`src/rtl/pipe_stage_reg.sv`:
```
`default_nettype none
// ============================================================================
// Module   : pipe_stage_reg
// Purpose  : Parametrised pipeline stage register. It moves a control bundle
//            and a data bundle between stages using a valid/ready handshake.
//            It supports a synchronous flush (clr) and an optional one-entry
//            skid buffer, so that upstream ready comes straight from a register.
//            Optional feature macro PIPE_STAGE_PERF_EN adds saturating
//            stall/bubble performance counters.
// Revision : 1.0 - initial release
// ============================================================================
module pipe_stage_reg #(
    parameter int CTRL_W    = 19,
    parameter int DATA_W    = 175,
    parameter int SKID_EN_P = 1
) (
    input  logic              clk,
    input  logic              rst,
    input  logic              clr,
    input  logic              in_valid,
    output logic              in_ready,
    input  logic [CTRL_W-1:0] in_ctrl,
    input  logic [DATA_W-1:0] in_data,
    output logic              out_valid,
    input  logic              out_ready,
    output logic [CTRL_W-1:0] out_ctrl,
    output logic [DATA_W-1:0] out_data
`ifdef PIPE_STAGE_PERF_EN
    ,
    output logic [31:0]       stall_cnt,
    output logic [31:0]       bubble_cnt
`endif
);

    // Main entry: this entry always drives the stage outputs.
    logic              r_m_v;
    logic [CTRL_W-1:0] r_m_ctrl;
    logic [DATA_W-1:0] r_m_data;

    logic w_accept;
    logic w_emit;

    assign w_accept  = in_valid & in_ready;
    assign w_emit    = r_m_v & out_ready;

    // Gate the control bundle with valid, so a bubble never carries stale control.
    assign out_valid = r_m_v;
    assign out_ctrl  = r_m_v ? r_m_ctrl : '0;
    assign out_data  = r_m_data;

    generate
        if (SKID_EN_P != 0) begin : g_skid
            // Skid entry: it catches the entry accepted while downstream stalls.
            logic              r_s_v;
            logic [CTRL_W-1:0] r_s_ctrl;
            logic [DATA_W-1:0] r_s_data;

            // Ready depends only on skid occupancy. No path from out_ready.
            assign in_ready = ~r_s_v;

            // Two-entry occupancy control (EMPTY / BUSY / FULL from m_v, s_v).
            always_ff @(posedge clk or posedge rst) begin
                if (rst) begin
                    r_m_v    <= 1'b0;
                    r_m_ctrl <= '0;
                    r_m_data <= '0;
                    r_s_v    <= 1'b0;
                    r_s_ctrl <= '0;
                    r_s_data <= '0;
                end else if (clr) begin
                    // Flush: drop both entries and the incoming entry. Data holds.
                    r_m_v    <= 1'b0;
                    r_m_ctrl <= '0;
                    r_s_v    <= 1'b0;
                    r_s_ctrl <= '0;
                end else if (!r_m_v) begin
                    if (w_accept) begin
                        r_m_v    <= 1'b1;
                        r_m_ctrl <= in_ctrl;
                        r_m_data <= in_data;
                    end
                end else if (!r_s_v) begin
                    if (w_accept && w_emit) begin
                        r_m_ctrl <= in_ctrl;
                        r_m_data <= in_data;
                    end else if (w_accept) begin
                        r_s_v    <= 1'b1;
                        r_s_ctrl <= in_ctrl;
                        r_s_data <= in_data;
                    end else if (w_emit) begin
                        r_m_v    <= 1'b0;
                    end
                end else if (w_emit) begin
                    // FULL: the skid entry moves forward. Input is blocked here.
                    r_m_ctrl <= r_s_ctrl;
                    r_m_data <= r_s_data;
                    r_s_v    <= 1'b0;
                end
            end
        end else begin : g_noskid
            // Single entry: ready passes through combinationally from downstream.
            assign in_ready = out_ready | ~r_m_v;

            // Single-register occupancy control.
            always_ff @(posedge clk or posedge rst) begin
                if (rst) begin
                    r_m_v    <= 1'b0;
                    r_m_ctrl <= '0;
                    r_m_data <= '0;
                end else if (clr) begin
                    r_m_v    <= 1'b0;
                    r_m_ctrl <= '0;
                end else if (w_accept) begin
                    r_m_v    <= 1'b1;
                    r_m_ctrl <= in_ctrl;
                    r_m_data <= in_data;
                end else if (w_emit) begin
                    r_m_v    <= 1'b0;
                end
            end
        end
    endgenerate

`ifdef PIPE_STAGE_PERF_EN
    localparam logic [31:0] c_CNT_MAX = 32'hFFFF_FFFF;

    logic [31:0] r_stall_cnt;
    logic [31:0] r_bubble_cnt;

    // Saturating stall and bubble counters. Only rst clears them; clr does not.
    always_ff @(posedge clk or posedge rst) begin
        if (rst) begin
            r_stall_cnt  <= '0;
            r_bubble_cnt <= '0;
        end else begin
            if (r_m_v && !out_ready && (r_stall_cnt != c_CNT_MAX)) begin
                r_stall_cnt <= r_stall_cnt + 32'd1;
            end
            if (!r_m_v && out_ready && (r_bubble_cnt != c_CNT_MAX)) begin
                r_bubble_cnt <= r_bubble_cnt + 32'd1;
            end
        end
    end

    assign stall_cnt  = r_stall_cnt;
    assign bubble_cnt = r_bubble_cnt;
`endif

endmodule
`default_nettype wire

```
`config.mk`:
```
export PLATFORM = sky130hd
export DESIGN_NAME = pipe_stage_reg
export DESIGN_NICKNAME = d
export VERILOG_FILES = /design/src/rtl/pipe_stage_reg.sv
export SDC_FILE = /design/constraint.sdc
export NUM_CORES = 1
export LEC_CHECK = 0
export CELL_PAD_IN_SITES_DETAIL_PLACEMENT = 1
export CELL_PAD_IN_SITES_GLOBAL_PLACEMENT = 2
export CORE_MARGIN = 2
export CORE_UTILIZATION = 30
export CTS_BUF_LIST = sky130_fd_sc_hd__clkbuf_16
export CTS_CLUSTER_SIZE = 10
export DETAILED_ROUTE_END_ITERATION = 6
export GPL_ROUTABILITY_DRIVEN = 0
export GPL_TIMING_DRIVEN = 0
export PLACE_DENSITY_LB_ADDON = 0.1
export REMOVE_ABC_BUFFERS = 1
export SETUP_SLACK_MARGIN = 0.4
export SYNTH_ARGS = -nofsm -noshare
export SYNTH_HDL_FRONTEND = slang
export SYNTH_SLANG_ARGS = --single-unit
```
`constraint.sdc`:
```
create_clock -name clk -period 15.8 [get_ports clk]
set_input_delay 1.58 -clock clk [delete_from_list [all_inputs] [get_ports clk]]
set_output_delay 1.58 -clock clk [all_outputs]
set_load 0.01 [all_outputs]
```
## Yosys cells after proc, flatten, opt, wreduce, memory -nomap -nowiden

Index checks and enable logic that the tools add are counted.

| storage, ports and cells | value |
|---|---|
| flip-flop bits (word level) | 390 |
| latch bits | 0 |
| memory bits (writable) | 0 |
| memory bits (read-only) | 0 |
| bits of input ports | 199 |
| output and inout bits | 196 |
| logic and storage cells | 53 |
| memories kept | 0 |

| operators by class | value |
|---|---|
| $add $sub $neg | 0 |
| multiply operators | 0 |
| divide/modulo/power cells | 0 |
| magnitude comparators | 0 |
| eq/ne operators | 6 |
| shifts and indexed selects | 0 |
| mux-type cells | 27 |
| bitwise gates (word level) | 5 |
| reductions and logical operators | 9 |

Operators by type and width:

| cell | count |
|---|---|
| 175-bit 2-to-1 mux | 5 |
| 19-bit 2-to-1 mux | 11 |
| 1-bit 2-to-1 mux | 11 |
| 4-bit AND reduction | 2 |
| 2-bit nonzero test | 3 |
| 5-bit AND reduction | 1 |
| 2-bit != test (second input constant) | 2 |
| 4-bit by 2-bit != test with 1-bit output (second input constant) | 1 |
| 4-bit != test (second input constant) | 1 |
| 3-bit by 1-bit != test with 1-bit output (second input constant) | 1 |
| 3-bit != test (second input constant) | 1 |
| 1-bit inverter | 3 |
| 3-bit AND reduction | 1 |
| 3-bit nonzero test | 1 |
| 1-bit bitwise AND | 2 |
| 1-bit logical AND | 1 |

## Longest topological paths before layout

| logic depth | value |
|---|---|
| depth in word-level cells | 7 |
| mapped depth | 6 |

## Least setup slack after synthesis

Ideal clock, no wire load.

| path | value |
|---|---|
| path kind | input-to-reg |
| start point | input port clr |
| end point | register g_skid.r_s_data[0] |
| data arrival time | 2.773 ns |
| required time | 15.675 ns |
| path slack | 12.903 ns |
| cell stages on the path | 5 |
| path through | clkbuf_1 -> nor3_2 -> buf_2 -> buf_2 -> mux2_2 |

| on the way | value |
|---|---|
| word-level cells in the longest chain between the ends | 2 |

Ends and longest elaborated chain:

| what | RTL line | source |
|---|---|---|
| start: declaration | 19 | `input logic clr,` |
| 1-bit inverter (no source line) | -- |  |
| 5-bit AND reduction (no source line) | -- |  |
| end signal: assignment | 89 | `r_s_data <= in_data;` |
| end: declaration | 56 | `logic [DATA_W-1:0] r_s_data;` |

Every way passes these cells.
A chain may end at the register's enable or synchronous reset.

## Worst setup path in the final report

| path | value |
|---|---|
| start point | register r_m_v, in the netlist out_valid |
| end point | output port out_ctrl[4] |

| on the way | value |
|---|---|
| word-level cells in the longest chain between the ends | 1 |

Ends and longest elaborated chain:

| what | RTL line | source |
|---|---|---|
| start: declaration | 36 | `logic r_m_v;` |
| start signal: assignment | 64 | `r_m_v <= 1'b0;` |
| start signal: assignment | 72 | `r_m_v <= 1'b0;` |
| start signal: assignment | 78 | `r_m_v <= 1'b1;` |
| 19-bit 2-to-1 mux | 48 | `assign out_ctrl = r_m_v ? r_m_ctrl : '0;` |
| end: declaration | 26 | `output logic [CTRL_W-1:0] out_ctrl,` |

Every way passes these cells.

==> flow_results.xml <==
<?xml version="1.0" encoding="UTF-8"?>
<metrics>
  <group name="clock_tree">
    <metric name="clkLatencyLatePin" unit="ns">0.59</metric>
    <metric name="post_cts_resize_count" unit="">0</metric>
    <metric name="cts_tree" unit="">done</metric>
    <metric name="htreeDepth" unit="">2</metric>
    <metric name="clock_tree_buffer_depth" unit="">3</metric>
    <metric name="clk_pin_slew_worst_paths" unit="ns">0.05</metric>
    <metric name="cts-buffers-inserted" unit="">48</metric>
    <metric name="clkSinkCount" unit="">390</metric>
    <metric name="holdBufCountCts" unit="">0</metric>
    <metric name="cts_root_buffer" unit="">sky130_fd_sc_hd__clkbuf_16</metric>
    <metric name="setup_fix_buffers_added_after_clock_tree_synthesis" unit="">0</metric>
  </group>
  <group name="job">
    <metric name="maxCapViolations" unit="">0</metric>
  </group>
  <group name="synthesis">
    <metric name="ys_types" unit="">23</metric>
    <metric name="synth_area_leader_cell" unit="">sky130_fd_sc_hd__dfrtp_1</metric>
    <metric name="synthTopCellsByArea" unit="">sky130_fd_sc_hd__dfrtp_1 (58%), sky130_fd_sc_hd__mux2_2 (34%), sky130_fd_sc_hd__mux2_1 (1.5%)</metric>
    <metric name="syn_area_per_cell" unit="um2">15.6</metric>
    <metric name="synthesis.area" unit="um2">16800</metric>
    <metric name="ys_seq_area_share" unit="%">58.1</metric>
    <metric name="synth-main-ff-cell" unit="">sky130_fd_sc_hd__dfrtp_1</metric>
    <metric name="synth_edf_count" unit="">0</metric>
    <metric name="number_of_register_bits_inferred_by_synthesis" unit="">390</metric>
    <metric name="netlist_instances" unit="">1075</metric>
    <metric name="share_of_the_synthesized_area_in_the_top_cell_type" unit="%">58.1</metric>
    <metric name="async_flop_share" unit="%">100</metric>
    <metric name="yosysWarningCount" unit="">0</metric>
  </group>
  <group name="timing">
    <metric name="finalWorstSetupSlack" unit="ns">11.89</metric>
    <metric name="timing.final.crit_share" unit="%">24.8</metric>
    <metric name="timing.final.crit_period" unit="ns">3.91</metric>
    <metric name="max_slew.worst_pin.slew" unit="ns">1.07</metric>
    <metric name="rsz0062_at_grt" unit="">false</metric>
    <metric name="clock-skew-final" unit="ns">0.0248</metric>
    <metric name="timing_max_transition_violations_final" unit="">0</metric>
    <metric name="f_max" unit="GHz">0.256</metric>
    <metric name="number_of_hold_slack_violations_in_the_final_timing_report" unit="">0</metric>
    <metric name="max-slew-margin-rel" unit="%">28.9</metric>
    <metric name="total_setup_violations_reported_at_the_end_of_the_flow" unit="">0</metric>
  </group>
  <group name="routing">
    <metric name="detailedRoute.firstIterationViolations" unit="">296</metric>
    <metric name="first_drt_pass_iteration_count" unit="">6</metric>
    <metric name="drcViolationCount" unit="">0</metric>
    <metric name="route.detailed.wl_per_inst" unit="um">20.4</metric>
    <metric name="dr_vias_cell" unit="">4.60</metric>
    <metric name="drtAntennaViolNets" unit="">0</metric>
    <metric name="routed-via-count" unit="">10400</metric>
    <metric name="totalWireLength" unit="mm">46.4</metric>
  </group>
  <group name="placement">
    <metric name="dp.cells" unit="">2185</metric>
    <metric name="dp_hpwl" unit="mm">32.3</metric>
    <metric name="place.port_buffers" unit="">394</metric>
    <metric name="dp_slack" unit="ns">11.35</metric>
  </group>
  <group name="hold_path">
    <metric name="hold_path_class" unit="">flip-flop to flip-flop</metric>
    <metric name="hp-start" unit="">r_m_ctrl[6]</metric>
  </group>
  <group name="floorplanning">
    <metric name="ioPinCount" unit="">395</metric>
    <metric name="placeableCoreArea" unit="um2">55200</metric>
    <metric name="design.die.area" unit="um2">57900</metric>
    <metric name="floorplan.die.width" unit="um">241</metric>
    <metric name="die_h" unit="um">241</metric>
    <metric name="row_count" unit="">86</metric>
    <metric name="initial_utilization" unit="%">30.4</metric>
  </group>
  <group name="power">
    <metric name="p_leak" unit="nW">9.87</metric>
    <metric name="max-vdd-ir-drop" unit="uV">69.0</metric>
    <metric name="power-per-cell-area" unit="nW/um2">126</metric>
    <metric name="p_total" unit="mW">2.96</metric>
  </group>
  <group name="global_routing">
    <metric name="grt_max_degree" unit="">93</metric>
    <metric name="gr-total-overflow" unit="">0</metric>
    <metric name="grt_usage" unit="%">16.0</metric>
    <metric name="grt_first_pass_wirelength" unit="mm">70.8</metric>
    <metric name="antenna_found_initial" unit="">9</metric>
    <metric name="first_global_vias" unit="">11400</metric>
  </group>
  <group name="setup_path">
    <metric name="cp_data_arrival_time" unit="ns">2.33</metric>
    <metric name="critical_path_class" unit="">flip-flop to output port</metric>
    <metric name="critPathLaunch" unit="">out_valid</metric>
    <metric name="timing.critical_path.to_type" unit="">output port</metric>
    <metric name="critical_path_required" unit="ns">14.22</metric>
    <metric name="regToRegStartpoint" unit="">out_valid</metric>
    <metric name="startpoint_type" unit="">flip-flop</metric>
    <metric name="worst-path-max-fanout" unit="">27</metric>
  </group>
  <group name="run_status">
    <metric name="status" unit="">complete, no violations</metric>
  </group>
  <group name="layout">
    <metric name="finalNetCount" unit="">1686</metric>
    <metric name="fraction_of_final_layout_cells_sized_beyond_drive_strength_1" unit="%">39.4</metric>
    <metric name="final-instance-count-excl-fill" unit="">2267</metric>
    <metric name="areaGrowthSynthToFinish" unit="%">40.0</metric>
  </group>
</metrics>
## cell type report
type / instances / area, um2
Sequential cell: 390 / 9760
Timing Repair Buffer: 429 / 4750
Clock inverter: 29 / 120
Inverter: 3 / 18.8
Clock buffer: 49 / 1230
Multi-Input combinational cell: 615 / 6680
Antenna cell: 4 / 10.0
Tap cell: 748 / 936
Fill cell: 5556 / 31700
## report_power, final
part | internal (mW) | total [mW] | leakage, nW | switching, mW
clock | 0.551 | 0.970 | 0.714 | 0.419
sequential | 1.23 | 1.33 | 4.76 | 0.108
combinational | 0.418 | 0.657 | 4.40 | 0.239
total | 2.20 | 2.96 | 9.87 | 0.766
## cells in the final DEF (no fill, tap or decap), drive strengths merged, types with 4 or more instances in the layout
master and n:
mux2i 19, o2bb2ai 19, inv 20, clkdlybuf4s50 394
and2 19, a22o 19, mux2 526, dfrtp 390
buf 35, diode 4, clkinv 12, clkbuf 49
## routing by layer
metal / vias up / track usage (%) / wire length [um]
met3: 67 / 5.89 / 3640
met4: 12 / 4.25 / 757
met2: 238 / 26.0 / 22400
met1: 5383 / 20.2 / 19400
met5: - / 0 / 82
li1: 4720 / - / -
## synth_stat cells (2+ instances only)
library cell                number
sky130_fd_sc_hd__clkbuf_1        9
sky130_fd_sc_hd__inv_1           3
sky130_fd_sc_hd__dfrtp_1       390
sky130_fd_sc_hd__and2_1         19
sky130_fd_sc_hd__a22o_1         19
sky130_fd_sc_hd__buf_4          17
sky130_fd_sc_hd__nand2b_1        2
sky130_fd_sc_hd__mux2i_1        19
sky130_fd_sc_hd__mux2_2        504
sky130_fd_sc_hd__a21oi_1         2
sky130_fd_sc_hd__o2bb2ai_1      19
sky130_fd_sc_hd__mux2_1         22
sky130_fd_sc_hd__buf_2          40
## flip-flops by register name, indices dropped and copies added, names as in the netlist
signal / cells
out_valid: 1
g_skid.r_s_v: 1
g_skid.r_s_ctrl: 19
out_data: 175
g_skid.r_s_data: 175
r_m_ctrl: 19
## critical path, stage by stage (launching register included)
cell,delay (ns)
sky130_fd_sc_hd__dfrtp_1,0.91
sky130_fd_sc_hd__and2_1,0.23
sky130_fd_sc_hd__clkdlybuf4s50_1,0.60
## cells by family (layout without fill, tap and decap cells)
logic type | count (synthesis) | in the layout | synth area share (%)
buf+inv | 70 | 510 | 2.24
flops | 390 | 390 | 58.1
simple gates | 26 | 26 | 1.02
other cells | 0 | 4 | 0
compound gates | 44 | 44 | 2.21
mux | 545 | 545 | 36.4
## worst paths after layout
kind / to / slack (ns) / cells after the start
worst max-delay path: out_ctrl[4] / 11.89 / 2
worst min-delay path: r_m_ctrl[6] / 0.48 / 1
worst max register to register: out_data[120] / 12.50 / 7
worst min register to register: r_m_ctrl[6] / 0.48 / 1
max in group asynchronous: g_skid.r_s_data[98] / 13.11 / 4
min in group asynchronous: g_skid.r_s_data[153] / 1.43 / 2
## per-stage QoR
stage | hold WS (ns) | TNS [ns] | util [%] | area (um2)
after detailed placement | 0.466 | 0 | 40.1 | 22100
after floorplan | 0.448 | 0 | - | 16400
after global routing | 0.508 | 0 | 42.6 | 23500
after CTS | 0.483 | 0 | 42.6 | 23500
final | 0.478 | 0 | 42.6 | 23500
after global placement | 0.464 | -1372.98 | 38.6 | 21300
Note: power is estimated with default switching activity, not from simulation.
